==> config.mk <==
export PLATFORM = sky130hd
export DESIGN_NAME = cam_frame_writer_flat
export DESIGN_NICKNAME = d
export VERILOG_FILES = /design/src/rtl/cam_frame_writer_pkg.sv /design/src/rtl/cam_frame_writer_if.sv /design/src/rtl/cam_frame_writer_byte_pairer.sv /design/src/rtl/cam_frame_writer.sv /design/src/flat_wrapper.sv
export SDC_FILE = /design/constraint.sdc
export NUM_CORES = 1
export LEC_CHECK = 0
export CAP_MARGIN = 20
export CORE_UTILIZATION = 40
export DETAILED_ROUTE_END_ITERATION = 8
export HOLD_SLACK_MARGIN = 0.02
export SKIP_LAST_GASP = 1
export SLEW_MARGIN = 25
export SYNTH_ARGS = -nofsm -noshare
export SYNTH_HDL_FRONTEND = slang
export SYNTH_SLANG_ARGS = --single-unit
==> constraint.sdc <==
create_clock -name clk -period 1.8 [get_ports clk]
set_input_delay 0.18 -clock clk [delete_from_list [all_inputs] [get_ports clk]]
set_output_delay 0.18 -clock clk [all_outputs]
set_load 0.02 [all_outputs]
==> src/rtl/cam_frame_writer_pkg.sv <==
// Shared geometry, state encoding and pixel type for the camera capture
// (write) side and the VGA read-side address translator.
package cam_frame_writer_pkg;

    localparam int ADDR_BITS    = 15;   // framebuffer address width
    localparam int IMAGE_SIZE_H = 160;  // stored columns
    localparam int IMAGE_SIZE_V = 120;  // stored rows
    localparam int DECIM_LOG2   = 2;    // keep every 4th pixel / 4th line
    localparam int SRC_BITS     = 12;   // source column/line counters (>= 640 px, 480 lines)

    typedef enum logic [1:0] {
        SYNC_WAIT = 2'd0,
        FRAME     = 2'd1,
        LINE      = 2'd2
    } cfw_state_t;

    typedef logic [15:0] rgb565_t;

endpackage

==> src/rtl/cam_frame_writer_if.sv <==
// Camera byte stream in, framebuffer write port out.
// master: the frame writer; slave: camera model / framebuffer side.
interface cam_frame_writer_if #(
    parameter int ADDR_BITS = cam_frame_writer_pkg::ADDR_BITS
) ();
    import cam_frame_writer_pkg::*;

    logic                 cam_vsync;
    logic                 cam_href;
    logic [7:0]           cam_data;
    logic                 wr_en;
    logic [ADDR_BITS-1:0] wr_addr;
    rgb565_t              wr_data;
    logic                 frame_done;

    modport master (
        input  cam_vsync, cam_href, cam_data,
        output wr_en, wr_addr, wr_data, frame_done
    );

    modport slave (
        output cam_vsync, cam_href, cam_data,
        input  wr_en, wr_addr, wr_data, frame_done
    );

endinterface

==> src/rtl/cam_frame_writer_byte_pairer.sv <==
// cam_byte_pairer: joins consecutive camera bytes into RGB565 pixels.
// The first byte of a pair is held in hi_reg; the second byte completes the
// pixel combinationally. Whenever no byte is offered the phase returns to 0,
// so every line (and every resync) starts on a pixel boundary and an odd
// trailing byte is simply forgotten.
module cam_byte_pairer
    import cam_frame_writer_pkg::*;
(
    input  logic       clk,
    input  logic       rst_n,
    input  logic       byte_valid,
    input  logic [7:0] byte_in,
    output logic       pix_valid,
    output rgb565_t    pix_data
);

    logic       phase_reg;
    logic [7:0] hi_reg;

    // Byte phase toggle and first-byte latch; idle cycles realign the phase.
    always_ff @(posedge clk or negedge rst_n) begin
        if (!rst_n) begin
            phase_reg <= 1'b0;
            hi_reg    <= 8'd0;
        end else if (byte_valid) begin
            phase_reg <= ~phase_reg;
            if (!phase_reg) begin
                hi_reg <= byte_in;
            end
        end else begin
            phase_reg <= 1'b0;
        end
    end

    assign pix_valid = byte_valid & phase_reg;
    assign pix_data  = {hi_reg, byte_in};

endmodule

==> src/rtl/cam_frame_writer.sv <==
// cam_frame_writer: captures the OV7670 RGB565 byte stream, decimates it by
// 2**DECIM_LOG2 in both axes and writes the result into the 160x120
// framebuffer as linear addresses row*IMAGE_SIZE_H + col.
// Optional build macro: CAM_TEST_PATTERN_EN replaces the camera pixel with a
// coordinate pattern {dst_x[4:0], dst_y[5:0], dst_x[4:0]}; timing and
// addressing are identical in both builds.
module cam_frame_writer #(
    parameter int ADDR_BITS    = cam_frame_writer_pkg::ADDR_BITS,
    parameter int IMAGE_SIZE_H = cam_frame_writer_pkg::IMAGE_SIZE_H,
    parameter int IMAGE_SIZE_V = cam_frame_writer_pkg::IMAGE_SIZE_V,
    parameter int DECIM_LOG2   = cam_frame_writer_pkg::DECIM_LOG2
) (
    input  logic               clk,
    input  logic               rst_n,
    cam_frame_writer_if.master bus
);
    import cam_frame_writer_pkg::*;

    localparam logic [SRC_BITS-1:0]  SRC_ONE   = SRC_BITS'(1);
    localparam logic [SRC_BITS-1:0]  SRC_MAX   = '1;
    localparam logic [SRC_BITS-1:0]  DST_H_LIM = SRC_BITS'(IMAGE_SIZE_H);
    localparam logic [SRC_BITS-1:0]  DST_V_LIM = SRC_BITS'(IMAGE_SIZE_V);
    localparam logic [ADDR_BITS:0]   ROW_STEP  = (ADDR_BITS+1)'(IMAGE_SIZE_H);

    cfw_state_t           state_reg, state_next;
    logic                 vsync_prev_reg;
    logic [SRC_BITS-1:0]  src_x_reg, src_y_reg;
    logic [ADDR_BITS:0]   row_base_reg;

    logic                 wr_en_reg;
    logic [ADDR_BITS-1:0] wr_addr_reg;
    rgb565_t              wr_data_reg;
    logic                 frame_done_reg;

    logic                 vsync_rise, vsync_fall;
    logic                 capture_byte, line_end, frame_abort;
    logic                 pix_valid;
    rgb565_t              pix_data, pix_word;
    logic [SRC_BITS-1:0]  dst_x, dst_y;
    logic                 col_kept, line_kept, pix_keep;
    logic [ADDR_BITS:0]   addr_sum;
    logic                 addr_carry_unused;

    assign vsync_rise = bus.cam_vsync & ~vsync_prev_reg;
    assign vsync_fall = ~bus.cam_vsync & vsync_prev_reg;

    // State register and one-sample vsync history for edge detection.
    always_ff @(posedge clk or negedge rst_n) begin
        if (!rst_n) begin
            state_reg      <= SYNC_WAIT;
            vsync_prev_reg <= 1'b0;
        end else begin
            state_reg      <= state_next;
            vsync_prev_reg <= bus.cam_vsync;
        end
    end

    // Next state plus per-cycle strobes; href is ignored while vsync is high.
    always_comb begin
        state_next   = state_reg;
        capture_byte = 1'b0;
        line_end     = 1'b0;
        frame_abort  = 1'b0;
        case (state_reg)
            SYNC_WAIT: begin
                if (vsync_fall) begin
                    state_next = FRAME;
                end
            end
            FRAME: begin
                if (bus.cam_vsync) begin
                    frame_abort = vsync_rise;
                end else if (bus.cam_href) begin
                    capture_byte = 1'b1;
                    state_next   = LINE;
                end
            end
            LINE: begin
                if (bus.cam_vsync) begin
                    frame_abort = vsync_rise;
                    state_next  = FRAME;
                end else if (bus.cam_href) begin
                    capture_byte = 1'b1;
                end else begin
                    line_end   = 1'b1;
                    state_next = FRAME;
                end
            end
            default: begin
                state_next = SYNC_WAIT;
            end
        endcase
    end

    cam_byte_pairer u_pairer (
        .clk        (clk),
        .rst_n      (rst_n),
        .byte_valid (capture_byte),
        .byte_in    (bus.cam_data),
        .pix_valid  (pix_valid),
        .pix_data   (pix_data)
    );

    // Keep rule: aligned source coordinates that land inside the stored image.
    assign dst_x     = src_x_reg >> DECIM_LOG2;
    assign dst_y     = src_y_reg >> DECIM_LOG2;
    assign col_kept  = (src_x_reg[DECIM_LOG2-1:0] == '0) && (dst_x < DST_H_LIM);
    assign line_kept = (src_y_reg[DECIM_LOG2-1:0] == '0) && (dst_y < DST_V_LIM);
    assign pix_keep  = pix_valid & col_kept & line_kept;

    // row_base already holds row*IMAGE_SIZE_H, so the column is just added on.
    assign addr_sum          = row_base_reg + (ADDR_BITS+1)'(dst_x);
    assign addr_carry_unused = addr_sum[ADDR_BITS];

`ifdef CAM_TEST_PATTERN_EN
    rgb565_t pix_data_unused;
    assign pix_data_unused = pix_data;
    assign pix_word        = {dst_x[4:0], dst_y[5:0], dst_x[4:0]};
`else
    assign pix_word = pix_data;
`endif

    // Source position counters and row base accumulator; counters saturate so
    // an over-long line or frame can never wrap back into the visible area.
    always_ff @(posedge clk or negedge rst_n) begin
        if (!rst_n) begin
            src_x_reg    <= '0;
            src_y_reg    <= '0;
            row_base_reg <= '0;
        end else if (frame_abort) begin
            src_x_reg    <= '0;
            src_y_reg    <= '0;
            row_base_reg <= '0;
        end else if (line_end) begin
            src_x_reg <= '0;
            if (src_y_reg != SRC_MAX) begin
                src_y_reg <= src_y_reg + SRC_ONE;
            end
            if (line_kept) begin
                row_base_reg <= row_base_reg + ROW_STEP;
            end
        end else if (pix_valid && (src_x_reg != SRC_MAX)) begin
            src_x_reg <= src_x_reg + SRC_ONE;
        end
    end

    // Registered write port; address and data hold between write strobes.
    always_ff @(posedge clk or negedge rst_n) begin
        if (!rst_n) begin
            wr_en_reg      <= 1'b0;
            wr_addr_reg    <= '0;
            wr_data_reg    <= '0;
            frame_done_reg <= 1'b0;
        end else begin
            wr_en_reg      <= pix_keep;
            frame_done_reg <= frame_abort;
            if (pix_keep) begin
                wr_addr_reg <= addr_sum[ADDR_BITS-1:0];
                wr_data_reg <= pix_word;
            end
        end
    end

    assign bus.wr_en      = wr_en_reg;
    assign bus.wr_addr    = wr_addr_reg;
    assign bus.wr_data    = wr_data_reg;
    assign bus.frame_done = frame_done_reg;

endmodule
==> src/flat_wrapper.sv <==
// flat-port wrapper written by rule: the top's interface ports become plain ports
module cam_frame_writer_flat import cam_frame_writer_pkg::*;
#(
    parameter int ADDR_BITS    = cam_frame_writer_pkg::ADDR_BITS,
    parameter int IMAGE_SIZE_H = cam_frame_writer_pkg::IMAGE_SIZE_H,
    parameter int IMAGE_SIZE_V = cam_frame_writer_pkg::IMAGE_SIZE_V,
    parameter int DECIM_LOG2   = cam_frame_writer_pkg::DECIM_LOG2
)
  (clk, rst_n, bus_cam_vsync, bus_cam_href, bus_cam_data, bus_wr_en, bus_wr_addr, bus_wr_data, bus_frame_done);
  cam_frame_writer_if #(.ADDR_BITS(ADDR_BITS)) bus_i ();
  input  logic clk;
  input  logic rst_n;
  input wire logic [$bits(bus_i.cam_vsync)-1:0] bus_cam_vsync;
  input wire logic [$bits(bus_i.cam_href)-1:0] bus_cam_href;
  input wire logic [$bits(bus_i.cam_data)-1:0] bus_cam_data;
  output wire logic [$bits(bus_i.wr_en)-1:0] bus_wr_en;
  output wire logic [$bits(bus_i.wr_addr)-1:0] bus_wr_addr;
  output wire logic [$bits(bus_i.wr_data)-1:0] bus_wr_data;
  output wire logic [$bits(bus_i.frame_done)-1:0] bus_frame_done;
  assign bus_i.cam_vsync = bus_cam_vsync;
  assign bus_i.cam_href = bus_cam_href;
  assign bus_i.cam_data = bus_cam_data;
  assign bus_wr_en = bus_i.wr_en;
  assign bus_wr_addr = bus_i.wr_addr;
  assign bus_wr_data = bus_i.wr_data;
  assign bus_frame_done = bus_i.frame_done;
  cam_frame_writer #(.ADDR_BITS(ADDR_BITS), .IMAGE_SIZE_H(IMAGE_SIZE_H), .IMAGE_SIZE_V(IMAGE_SIZE_V), .DECIM_LOG2(DECIM_LOG2)) u_core (.clk(clk), .rst_n(rst_n), .bus(bus_i));
endmodule
==> qor.yml <==
fin_hold_ws_ns: 0.3431
synth-edff-count: 0
ys.flop_type: "dfrtp_1"
final_nets: 544
synth_seq_area_share_pct: 52.08
hold_viol_final: 0
setup_violations: 49
hp-class: "in2async"
worstMarginPinSlew_ns: 0.5211
power_mw: 6.319
root_buffer: "clkbuf_8"
place.detailed.hpwl_mm: 5.760
postSynth.asyncResetShare_pct: 100.0
crit_type: "reg2reg"
syn_nets: 424
cp-start-kind: "flop"
core.rowCount: 35
nFillCells: 811
synth_cells: 396
clkTransAtPathRegs_ns: 0.08
drt-total-wl_mm: 8.496
first_pass_iters: 4
syn-cell-area_um2: 3796
h-tree-depth: 3
wl_per_cell_um: 13.44
overflow: 0
syn_avg_cell_area_um2: 9.586
slew_viol_final: 0
critPathArrivalTime_ns: 2.22
busiest_layer: "met2"
core_area_um2: 9196
grt_usage_pct: 18.50
io_buffers: 44
clkLatencyLatePin_ns: 0.36
path_max_fanout: 4
dieHeight_um: 99.42
placed_cells: 595
area_growth_pct: 41.89
power_density_nw_per_um2: 1173
start_util_pct: 41.28
fin_crit_sh_pct: 107.9
instances_no_fill: 632
ir_drop_mv: 0.7917
gp_congestion: 0.7760
grt_max_degree: 38
cts_sinks: 79
synth.distinct_cells: 43
drv_cap: 0
num_vias: 3171
layout-drive-gt1-share_pct: 27.06
dieArea_um2: 9884
grt_setup_unrepaired: "true"
finalClockSkew_ns: 0.01363
cts_buffers: 9
r2r_slack_ns: -0.14
required_ns: 2.08
status: "finished with violations"
use_met1_pct: 24.67
n_antenna_cell: 0
slew_headroom_pct: 65.26
drtIter0Drc: 81
synth-warning-count: 0
ys_seq_elements: 79
fin_ws_ns: -0.1417
use_met2_pct: 28.85
final_common_cell: "nand2_1"
cp-end-kind: "flop"
power.leakage_nw: 2.511
grt_pass1_vias: 3078
die_width_um: 99.42
finalCriticalPeriod_ns: 1.942
violations: "setup timing"
antenna_found_initial: 0
largest_reg_flops: 16
most-common-layout-cells: "nand2_1, dfrtp_1, buf_4"
boundaryPins: 45
drc: 0
detail-route-antenna-nets: 0
grt_pass1_wl_mm: 14.32
fmax_ghz: 0.5150
cts_tree: "yes"
met3_usage_pct: 5.481
clock_path_buffers: 2
detail_route.vias_per_cell: 5.017
==> final timing paths <==
check	from	endpoint	depth (start not counted)
min in group clk	bus_cam_data[6]	u_core.bus.wr_data[6]	3
max in group asynchronous	rst_n	u_core.src_y_reg[9]	3
max	u_core.state_reg[0]	u_core.row_base_reg[14]	7
max reg2reg	u_core.state_reg[0]	u_core.row_base_reg[14]	7
min	rst_n	u_core.bus.frame_done	2
min reg2reg	u_core.bus.wr_data[14]	u_core.bus.wr_data[14]	2
==> synthesized netlist by cell type, drive strengths merged (2+ instances only) <==
cell / instances / share of area, %
dfrtp: 79 / 52
o21ai: 29 / 3.9
clkbuf: 7 / 0.69
and4: 2 / 0.53
nand2b: 2 / 0.33
nor3: 8 / 1.1
or3: 5 / 0.82
a21o: 2 / 0.40
mux2: 10 / 3.0
o21a: 2 / 0.40
and3: 3 / 0.49
nand3: 16 / 2.1
nand4: 8 / 1.3
a211oi: 2 / 0.40
a21oi: 14 / 1.8
ha: 16 / 5.3
xnor2: 18 / 4.2
and2: 2 / 0.33
buf: 5 / 0.66
xor2: 8 / 1.8
nor4: 5 / 1.2
inv: 16 / 1.6
nand2: 90 / 9.0
a31oi: 2 / 0.33
mux2i: 2 / 0.53
nor2: 30 / 3.0
nor2b: 2 / 0.33
==> worst max-delay path, cell delays in order (launching register included) <==
cell and delay (ns):
dfrtp_1 0.40, inv_2 0.10, ha_2 0.19, or3b_4 0.40
nor2_1 0.11, nand4_1 0.14, or3_1 0.35, a21oi_1 0.16
==> cell families (layout without fill, tap and decap cells) <==
logic type | Yosys count | after routing | synth area share [%]
compound gates | 58 | 59 | 8.899
fa+ha+maj | 16 | 16 | 5.274
flops | 79 | 79 | 52.08
buf+inv | 28 | 152 | 2.934
other cells | 1 | 1 | 0.09878
simple gates | 176 | 176 | 21.23
xor+xnor | 26 | 26 | 5.999
mux | 12 | 12 | 3.494
==> layout make-up <==
cell class	instances	area, um^2	share of cell area (%)
clock inverters	7	78.83	1.463
repair buffers	120	1097	20.37
well taps	111	138.9	2.578
multi-input cells	290	1911	35.47
flip-flops and latches	79	1977	36.70
clock buffers	9	123.9	2.300
inverters	16	60.06	1.115
==> layer usage <==
metal,routed length [um],up-vias
li1,-,1588
met1,4110,1500
met2,3805,66
met3,411,17
met4,169,0
met5,0,-
==> per-stage QoR <==
stage	setup WS, ns	cell area, um^2	utilization, %	setup TNS, ns
5_1_grt	-0.3179	5386	58.57	-10.27
4_1_cts	-0.1162	5180	56.33	-2.344
3_3_place_gp	-0.1508	4802	52.22	-3.787
3_5_place_dp	-0.2093	4802	52.22	-4.709
2_1_floorplan	-0.03197	3825	-	-0.07935
6_report	-0.1417	5386	58.57	-3.251
==> power by group <==
part,switching [mW],internal (mW)
Sequential,0.252,2.19
Clock,0.703,0.658
Combinational,1.20,1.31
Total,2.16,4.16
==> timing repair <==
action                                 CTS  global route
pin swaps                                6            16
setup buffers                            7            11
resized for setup                       26            32
setup endpoints to repair               54            64
hold buffers                             1             0
cloned                                   3             1
endpoints found under the hold margin   35             0
Power figures use the tool's default switching activity.
